`src/rtl/lrck_format_ctrl_pkg.sv`:
```
// Shared types and constants for the LRCK format controller: format codes,
// BCK-per-half-frame ratios and controller state encoding.
package lrck_format_ctrl_pkg;

  typedef enum logic [1:0] {
    FMT_NONE = 2'd0,
    FMT_32   = 2'd1,
    FMT_48   = 2'd2,
    FMT_64   = 2'd3
  } fmt_e;

  typedef enum logic [1:0] {
    IDLE,
    MEASURE,
    LOCKED,
    MUTING
  } state_e;

  localparam logic [7:0] BCK_32FS = 8'd16;
  localparam logic [7:0] BCK_48FS = 8'd24;
  localparam logic [7:0] BCK_64FS = 8'd32;

  function automatic fmt_e classify(input logic [7:0] m);
    case (m)
      BCK_32FS: return FMT_32;
      BCK_48FS: return FMT_48;
      BCK_64FS: return FMT_64;
      default:  return FMT_NONE;
    endcase
  endfunction

endpackage

```
`src/rtl/lrck_period_meter.sv`:
```
// Counts BCK cycles between LRCK edges, classifies each half-frame length and
// strobes a timeout when LRCK has been static for TIMEOUT cycles.
module lrck_period_meter
  import lrck_format_ctrl_pkg::*;
#(
  parameter int unsigned TIMEOUT = 200
) (
  input  logic bck,
  input  logic rst_n,
  input  logic lrck,
  output logic lrck_edge,
  output logic m_valid,
  output fmt_e m_code,
  output logic timeout
);

  localparam logic [7:0] TimeoutCnt = 8'(TIMEOUT);

  logic       lrck_d;
  logic [7:0] hp_cnt;

  assign lrck_edge = lrck ^ lrck_d;
  assign m_code    = classify(hp_cnt);
  assign m_valid   = lrck_edge && (m_code != FMT_NONE);
  // An edge restarts the count, so it takes priority over a coincident timeout.
  assign timeout   = !lrck_edge && (hp_cnt == TimeoutCnt);

  always_ff @(posedge bck or negedge rst_n) begin
    if (!rst_n) begin
      lrck_d <= 1'b0;
      hp_cnt <= 8'd0;
    end else begin
      lrck_d <= lrck;
      if (lrck_edge) begin
        hp_cnt <= 8'd1;
      end else if (hp_cnt != 8'hff) begin
        hp_cnt <= hp_cnt + 8'd1;
      end
    end
  end

endmodule

```
`src/rtl/lrck_format_ctrl.sv`:
```
// Format lock controller: acquires a stable LRCK ratio, enables and aligns the
// downstream converter, releases mute, and tears down cleanly on loss of lock.
module lrck_format_ctrl
  import lrck_format_ctrl_pkg::*;
#(
  parameter int unsigned LOCK_HF   = 8,
  parameter int unsigned UNMUTE_HF = 4,
  parameter int unsigned TIMEOUT   = 200,
  parameter int unsigned MUTE_HOLD = 64
) (
  input  logic       bck,
  input  logic       rst_n,
  input  logic       lrck,
  output logic [1:0] fmt,
  output logic       fmt_valid,
  output logic       conv_en,
  output logic       conv_sync,
  output logic       mute,
  output logic       err_pulse
);

  localparam logic [7:0] LockHf   = 8'(LOCK_HF);
  localparam logic [7:0] UnmuteHf = 8'(UNMUTE_HF);
  localparam logic [7:0] HoldLast = 8'(MUTE_HOLD - 1);

  logic       lrck_edge;
  logic       m_valid;
  fmt_e       m_code;
  logic       timeout;

  state_e     state;
  fmt_e       candidate;
  logic [7:0] match_cnt;
  logic [7:0] match_nxt;
  logic [7:0] unmute_cnt;
  logic [7:0] hold_cnt;
  logic       first_edge;

  lrck_period_meter #(
    .TIMEOUT (TIMEOUT)
  ) u_meter (
    .bck       (bck),
    .rst_n     (rst_n),
    .lrck      (lrck),
    .lrck_edge (lrck_edge),
    .m_valid   (m_valid),
    .m_code    (m_code),
    .timeout   (timeout)
  );

  always_comb begin
    match_nxt = (m_code == candidate) ? match_cnt + 8'd1 : 8'd1;
  end

  always_ff @(posedge bck or negedge rst_n) begin
    if (!rst_n) begin
      state      <= IDLE;
      fmt        <= FMT_NONE;
      fmt_valid  <= 1'b0;
      conv_en    <= 1'b0;
      conv_sync  <= 1'b0;
      mute       <= 1'b1;
      err_pulse  <= 1'b0;
      candidate  <= FMT_NONE;
      match_cnt  <= 8'd0;
      unmute_cnt <= 8'd0;
      hold_cnt   <= 8'd0;
      first_edge <= 1'b1;
    end else begin
      conv_sync <= 1'b0;
      err_pulse <= 1'b0;
      unique case (state)
        IDLE: begin
          if (lrck_edge) begin
            state      <= MEASURE;
            first_edge <= 1'b0;
          end
        end
        MEASURE: begin
          if (lrck_edge) begin
            if (first_edge) begin
              first_edge <= 1'b0;
            end else if (!m_valid) begin
              match_cnt <= 8'd0;
            end else begin
              candidate <= m_code;
              if (match_nxt == LockHf) begin
                state      <= LOCKED;
                fmt        <= m_code;
                fmt_valid  <= 1'b1;
                conv_en    <= 1'b1;
                conv_sync  <= 1'b1;
                unmute_cnt <= 8'd0;
                match_cnt  <= 8'd0;
              end else begin
                match_cnt <= match_nxt;
              end
            end
          end else if (timeout) begin
            match_cnt  <= 8'd0;
            first_edge <= 1'b1;
          end
        end
        LOCKED: begin
          if ((lrck_edge && (!m_valid || m_code != fmt)) || timeout) begin
            state     <= MUTING;
            mute      <= 1'b1;
            err_pulse <= 1'b1;
            fmt_valid <= 1'b0;
            hold_cnt  <= 8'd0;
          end else if (lrck_edge) begin
            if (unmute_cnt < UnmuteHf) begin
              unmute_cnt <= unmute_cnt + 8'd1;
            end
            if (unmute_cnt + 8'd1 >= UnmuteHf) begin
              mute <= 1'b0;
            end
          end
        end
        MUTING: begin
          // Converter stays enabled while the output ramps down under mute.
          if (hold_cnt == HoldLast) begin
            state      <= MEASURE;
            conv_en    <= 1'b0;
            fmt        <= FMT_NONE;
            match_cnt  <= 8'd0;
            first_edge <= 1'b1;
          end else begin
            hold_cnt <= hold_cnt + 8'd1;
          end
        end
        default: state <= IDLE;
      endcase
    end
  end

endmodule

```
`config.mk`:
```
export PLATFORM = sky130hd
export DESIGN_NAME = lrck_format_ctrl
export DESIGN_NICKNAME = d
export VERILOG_FILES = /design/src/rtl/lrck_format_ctrl_pkg.sv /design/src/rtl/lrck_period_meter.sv /design/src/rtl/lrck_format_ctrl.sv
export SDC_FILE = /design/constraint.sdc
export NUM_CORES = 1
export LEC_CHECK = 0
export BUFFER_PORTS_ARGS = -buffer_cell sky130_fd_sc_hd__buf_2
export CORE_ASPECT_RATIO = 0.7
export CORE_MARGIN = 2
export CORE_UTILIZATION = 60
export DETAILED_ROUTE_END_ITERATION = 6
export GPL_ROUTABILITY_DRIVEN = 0
export HOLD_SLACK_MARGIN = 0.02
export PLACE_DENSITY = 0.82
export SLEW_MARGIN = 30
export SYNTH_ARGS = -nofsm -noshare
export SYNTH_HDL_FRONTEND = slang
export SYNTH_HIERARCHICAL = 1
export SYNTH_SLANG_ARGS = --single-unit
```
`constraint.sdc`:
```
create_clock -name bck -period 4 [get_ports bck]
set_clock_uncertainty 0.05 [all_clocks]
set_input_delay 0 -clock bck [delete_from_list [all_inputs] [get_ports bck]]
set_output_delay 0 -clock bck [all_outputs]
set_load 0.005 [all_outputs]
```
# --- After elaboration in Yosys (flattened, before gate mapping) ---
# Index checks and enable logic that the tools add are counted.
word_totals:
  register_bits: 45
  latchBits: 0
  ramBits: 0
  rom_bits: 0
  input_bits: 3
  output_inout_bits: 7
  elab_cells: 131
  n_memories: 0
classes:
  add_sub_neg: 4
  n_mul: 0
  div: 0
  magnitude_cmp: 2
  eq_ne: 25
  shift: 0
  mux: 59
  bitwise_logic: 2
  n_reduce_logical: 25
ops:
  columns: ["op", "count"]
  rows:
  - ["$mux W8", 18]
  - ["$pmux W8 S2", 3]
  - ["$add A8 B1 Y8 const B", 4]
  - ["$mux W2", 12]
  - ["$ne A2 B2 Y1 const B", 11]
  - ["$mux W1", 20]
  - ["$eq A8 B5 Y1 const B", 2]
  - ["$eq A8 B6 Y1 const B", 2]
  - ["$reduce_bool A2 Y1", 7]
  - ["$reduce_and A4 Y1", 3]
  - ["$reduce_and A6 Y1", 2]
  - ["$eq A8 B4 Y1 const B", 1]
  - ["$eq A8 B8 Y1 const B", 1]
  - ["$ge A8 B3 Y1 const B", 1]
  - ["$lt A8 B3 Y1 const B", 1]
  - ["$ne A8 B8 Y1 const B", 1]
  - ["$pmux W2 S4", 1]
  - ["$reduce_and A8 Y1", 1]
  - ["$reduce_and A7 Y1", 1]
  - ["$ne A3 B3 Y1 const B", 2]
  - ["$pmux W2 S3", 1]
  - ["$reduce_and A3 Y1", 2]
  - ["$eq A2 B2 Y1 const B", 2]
  - ["$pmux W1 S2", 2]
  - ["other kinds (12)", 16]

# --- Depth between registers and ports, before layout ---
depth:
  depth_word: 10
  depth_mapped: 12
  mapped_depth_nobuf: 11

# --- By module ---
# The synthesis kept the hierarchy.
by_module_without_submodules:
  columns: ["module", "instances", "cells_each", "area_per_inst_um2", "seq_area_each_um2"]
  rows:
  - ["lrck_format_ctrl", 1, 243, 2182.1, 903.4]
  - ["lrck_period_meter", 1, 61, 564.3, 225.2]

# --- Worst setup path after synthesis ---
# Ideal clock, no wire load.
synth_timing:
  kind: "register -> register"
  start: "register u_meter.hp_cnt[0]"
  end: "register state[1]"
  setup_ps: 128
  arrival_ps: 3117
  required_time_ps: 3822
  path_slack_ps: 705
  path_stages_with_launch: 12
  n_path_buf: 1
  period_less_slack_ps: 3295
  cell_sequence: "dfrtp_1 inv_1 ha_1 or4b_1 nor3_1 xor2_1 nor2_1 nand3_1 or4_1 buf_2 a211oi_2 mux2_1"
synth_between:
  elab_chain_cells: 10
  word_cells_on_any_way: 20
  classes_between: "eq/ne (10); mux (2); reduce/logical (8)"
synth_lines:
  columns: ["element", "line", "source"]
  rows:
  - ["from (decl)", "lrck_period_meter.sv:20", "logic [7:0] hp_cnt;"]
  - ["from (signal assigned)", "lrck_period_meter.sv:37", "hp_cnt <= hp_cnt + 8'd1;"]
  - ["$eq A8 B6 Y1 / $eq A8 B5 Y1 (equally long branches)", "lrck_format_ctrl_pkg.sv:24", "case (m)"]
  - ["$pmux W2 S3 *", "lrck_format_ctrl_pkg.sv:24", null]
  - ["named net m_code[0]", "lrck_format_ctrl.sv:28", "fmt_e m_code;"]
  - ["parallel branches: the longest is 7 deep, another holds $mux W8", null, null]
  - ["$reduce_and A7 Y1 (no line) *", null, null]
  - ["to (signal assigned)", "lrck_format_ctrl.sv:106", "state <= MUTING;"]
  - ["to (signal assigned)", "lrck_format_ctrl.sv:123", "state <= MEASURE;"]
  - ["to (signal assigned)", "lrck_format_ctrl.sv:132", "default: state <= IDLE;"]
  - ["to (decl)", "lrck_format_ctrl.sv:31", "state_e state;"]
# Mark *: on every way through the listed nets, which the timed path passes.
# A chain may end at the register's enable or synchronous reset.

# --- Final worst setup path ---
layout_timing:
  start: "register u_meter.hp_cnt[0]"
  end: "register unmute_cnt[0]"
layout_between:
  elab_chain_cells: 10
  word_cells_on_any_way: 20
  classes_between: "eq/ne (10); mux (2); reduce/logical (8)"
layout_lines:
  columns: ["element", "line", "source"]
  rows:
  - ["$eq A8 B6 Y1 / $eq A8 B5 Y1 (equally long branches)", "lrck_format_ctrl_pkg.sv:24", null]
  - ["$pmux W2 S3 *", "lrck_format_ctrl_pkg.sv:24", null]
  - ["named net m_code[0]", "lrck_format_ctrl.sv:28", null]
  - ["parallel branches: the longest is 7 deep, another holds $mux W8", null, null]
  - ["$reduce_and A8 Y1 (no line) *", null, null]
  - ["to (signal assigned)", "lrck_format_ctrl.sv:113", "unmute_cnt <= unmute_cnt + 8'd1;"]
  - ["to (decl)", "lrck_format_ctrl.sv:35", "logic [7:0] unmute_cnt;"]
# Marks and branches as above.

==> out/qor.tcl <==
set qor(grt_pass1_wl_um) 9490
set qor(worstMarginPinSlew_ns) 0.864
set qor(fmaxAchievable_mhz) 273
set qor(critical-path-max-stage-delay_ns) 0.62
set qor(grt_setup_unrepaired) {no}
set qor(syn-mean-instance-area_sq_um) 9.03
set qor(timing.final.hold_violations) 0
set qor(worst_slew_margin_rel_pct) 41.9
set qor(worst_ep_required_time_ns) 4.14
set qor(synth_edf_count) 0
set qor(yosys.cell_count.top_type) {dfrtp_1}
set qor(synth.lib_cells_used.distinct) 61
set qor(ctsHtreeMaxLevel) 2
set qor(dominant_combinational_cell_family_by_area_after_synthesis) {simple AND/OR/NAND/NOR gates}
set qor(synth.area.mux_share_pct) 1.96
set qor(cts_max_path_buffers) 2
set qor(fin_worst_hold_slack_ns) 0.173
set qor(worst_setup_path_end_kind) {register}
set qor(cells_after_synthesis) 304
set qor(synth_compound_gate_area_share_pct) 19.4
set qor(grt_max_degree) 46
set qor(timing.final.max_slew_violations) 0
set qor(top_cells_by_instance_count_after_synthesis) {43 x dfrtp_1, 29 x nand2_1, 22 x nor2_1, 21 x o21ai_0, 14 x a21oi_1}
set qor(cellPowerDensity_nw_per_um2) 305
set qor(nets) 325
set qor(run_status) {complete, no violations}
set qor(cts_setup_buffers) 0
set qor(post_synth_and_or_nand_nor_area_fraction_pct) 23.5
set qor(antenna_violations_before_repair) 0
set qor(final_area_sq_um) 2950
set qor(route.detailed.drc) 0
set qor(power.ir.vdd_worst_v) 0.000235
set qor(gr-usage-all-layers_pct) 23.4
set qor(initial_core_util_pct) 62.7
set qor(syn-num-nets) 318
set qor(cts_tree) {done}
set qor(synth_area_leaders) {dfrtp_1 39%, ha_1 5.0%, nand2_1 4.0%, o21ai_0 3.8%, xor2_1 3.8%}
set qor(max-cap-violations) 0
set qor(startpoint_type) {register}
set qor(fin_setup_tns_ns) 0
set qor(sink_count_of_the_clock_tree) 45
set qor(crit_arrival_ns) 3.80
set qor(dp_cells) 357
set qor(worst_setup_hold_path_clk_slew_ns) 0.09
set qor(finalNonFillerCells) 367
set qor(fp-row-count) 20
set qor(netlist_area_sq_um) 2750
set qor(fraction_of_layout_cells_with_a_size_suffix_above_1_pct) 8.65
set qor(die_w_um) 84.9
set qor(ff2ff_setup_slack_ns) 0.34
set qor(route.detailed.vias_per_inst) 6.27
set qor(timing.critical_path.fanout_max) 13
set qor(post_layout_worst_setup_margin_ns) 0.339
set qor(nFillCells) 356
set qor(postSynth.topFlopCell) {dfrtp_1}
set qor(sequential_area_share_after_synthesis_pct) 41.1
set qor(detail_route.first_pass.iterations) 4
set qor(synth-adder-area-share_pct) 5.01
set qor(yosys.area.top_type_share_pct) 39.2
set qor(die-area_sq_um) 5140
set qor(yosys_warnings) 6
set qor(core_area_sq_um) 4380
set qor(clk_latency_ns) 0.31
set qor(worst_hold_path_type) {in2async}
set qor(areaGrowthSynthToFinish_pct) 7.43
set qor(placement.cell_area_sq_um) 2820
set qor(finalSetupViolCount) 0
set qor(cts_bufs_inserted) 5
set qor(grt_pass1_vias) 2039
set qor(routedWlPerCell_um) 15.3
set qor(grt.overflow.total) 0
set qor(yosys_register_bits) 45
set qor(fp.dieH_um) 60.6
set qor(cts-root-buf) {clkbuf_8}
set qor(insertedDiodeCount) 0
set qor(min_period_ns) 3.66
set qor(slowest_stage) {or4_1}
set qor(route.antenna.remaining_nets) 0
set qor(drt_iter0_drcs) 162
set qor(timing_worst_setup_path_type) {reg2reg}
set qor(io_buffer_count) 9
set qor(io_pins) 10
set qor(period_share_pct) 91.5
set qor(synthArstFlopShare_pct) 100
set qor(synth_top_area_cell) {dfrtp_1}
set qor(num_vias) 2301
set qor(dp.final_hpwl_um) 3950
set qor(timing.critical_path.cells) {inv_1 > ha_1 > or4b_1 > nor3_1 > xor2_1 > nor2_1 > nand3_1 > or4_1 > buf_4 > mux2_2 > a211o_1}
set qor(finalWirelength_um) 5600
set qor(power.leakage_nw) 1.32
set qor(dp_worst_setup_slack_ns) 0.372
set qor(xor_and_xnor_area_share_after_synthesis_pct) 5.15
[final timing paths]
check / start / endpoint / cells after the start
setup / recovery: u_meter/hp_cnt[0] / unmute_cnt[0] / 11
hold / removal: rst_n / hold_cnt[3] / 2
setup reg to reg: u_meter/hp_cnt[0] / unmute_cnt[0] / 11
hold reg to reg: mute / mute / 2
max in group asynchronous: rst_n / first_edge / 2
min in group bck: lrck / u_meter/lrck_d / 2
[per-layer routing]
metal / vias to the layer above / track usage, % / wire [um]
met3: 8 / 5.31 / 342
met2: 79 / 34.0 / 2350
met1: 1079 / 34.8 / 2860
met5: - / 0 / 0
met4: 0 / 8.39 / 51
li1: 1135 / - / -
[worst max-delay path: cells and delay by family (launching register included)]
| kind | cells | cell delay, ns |
|---|---|---|
| simple gates | 5 | 1.87 |
| flops | 1 | 0.43 |
| buf+inv | 2 | 0.32 |
| compound gates | 1 | 0.30 |
| mux | 1 | 0.27 |
| fa+ha+maj | 1 | 0.16 |
| xor+xnor | 1 | 0.15 |
[report_power, final]
| group | total [mW] | internal (mW) | switching [mW] |
|---|---|---|---|
| Clock | 0.354 | 0.187 | 0.167 |
| Combinational | 0.0637 | 0.0234 | 0.0403 |
| Sequential | 0.482 | 0.467 | 0.0152 |
| Total | 0.900 | 0.677 | 0.222 |
[cell type report]
| class | instances | area [sq um] | area share (%) |
|---|---|---|---|
| multi-input combinational | 234 | 1510 | 51.2 |
| sequential | 45 | 1130 | 38.3 |
| clock inverter | 3 | 46.3 | 1.57 |
| timing repair buffer | 12 | 75.1 | 2.54 |
| clock buffer | 5 | 68.8 | 2.33 |
| inverter | 13 | 51.3 | 1.74 |
| tap | 55 | 68.8 | 2.33 |
[per-stage QoR]
step	util [%]	total power, mW
final	67.4	0.900
after global routing	67.4	0.937
after CTS	67.4	0.905
after detailed placement	64.3	0.553
after global placement	64.2	0.550
after floorplan	-	0.529
[registers in the layout (all words and copies together), names as in the netlist]
| register | cells |
|---|---|
| candidate | 2 |
| conv_en | 1 |
| conv_sync | 1 |
| err_pulse | 1 |
| first_edge | 1 |
| fmt | 2 |
| fmt_valid | 1 |
| hold_cnt | 8 |
| match_cnt | 8 |
| mute | 1 |
| state | 2 |
| u_meter/hp_cnt | 8 |
| u_meter/lrck_d | 1 |
| unmute_cnt | 8 |
[layout by cell type (no fill, tap or decap), types with 3 or more instances in the layout]
cell,count
a211oi_1,5
a21oi_1,14
a31oi_1,9
and2_1,8
and3_1,9
and4_1,3
buf_2,8
clkbuf_8,5
dfrtp_1,43
ha_1,11
inv_1,12
nand2_1,29
nand2b_1,3
nand3_1,11
nand4_1,8
nor2_1,22
nor3_1,12
nor4_1,4
o211ai_1,3
o21ai_0,21
o31ai_1,3
xor2_1,12
[cells by family (layout without fill, tap and decap cells)]
kind of cell    Yosys count  count (layout)
fa+ha+maj                11              11
xor+xnor                 14              14
buf+inv                  25              33
mux                       5               5
flops                    45              45
compound gates           81              81
simple gates            123             123
[what timing repair did]
action                                 CTS  global route
gates resized for setup                  0             0
endpoints found under the hold margin   46             0
hold buffers                             2             0
No activity file was read; power rests on OpenSTA's default activity.
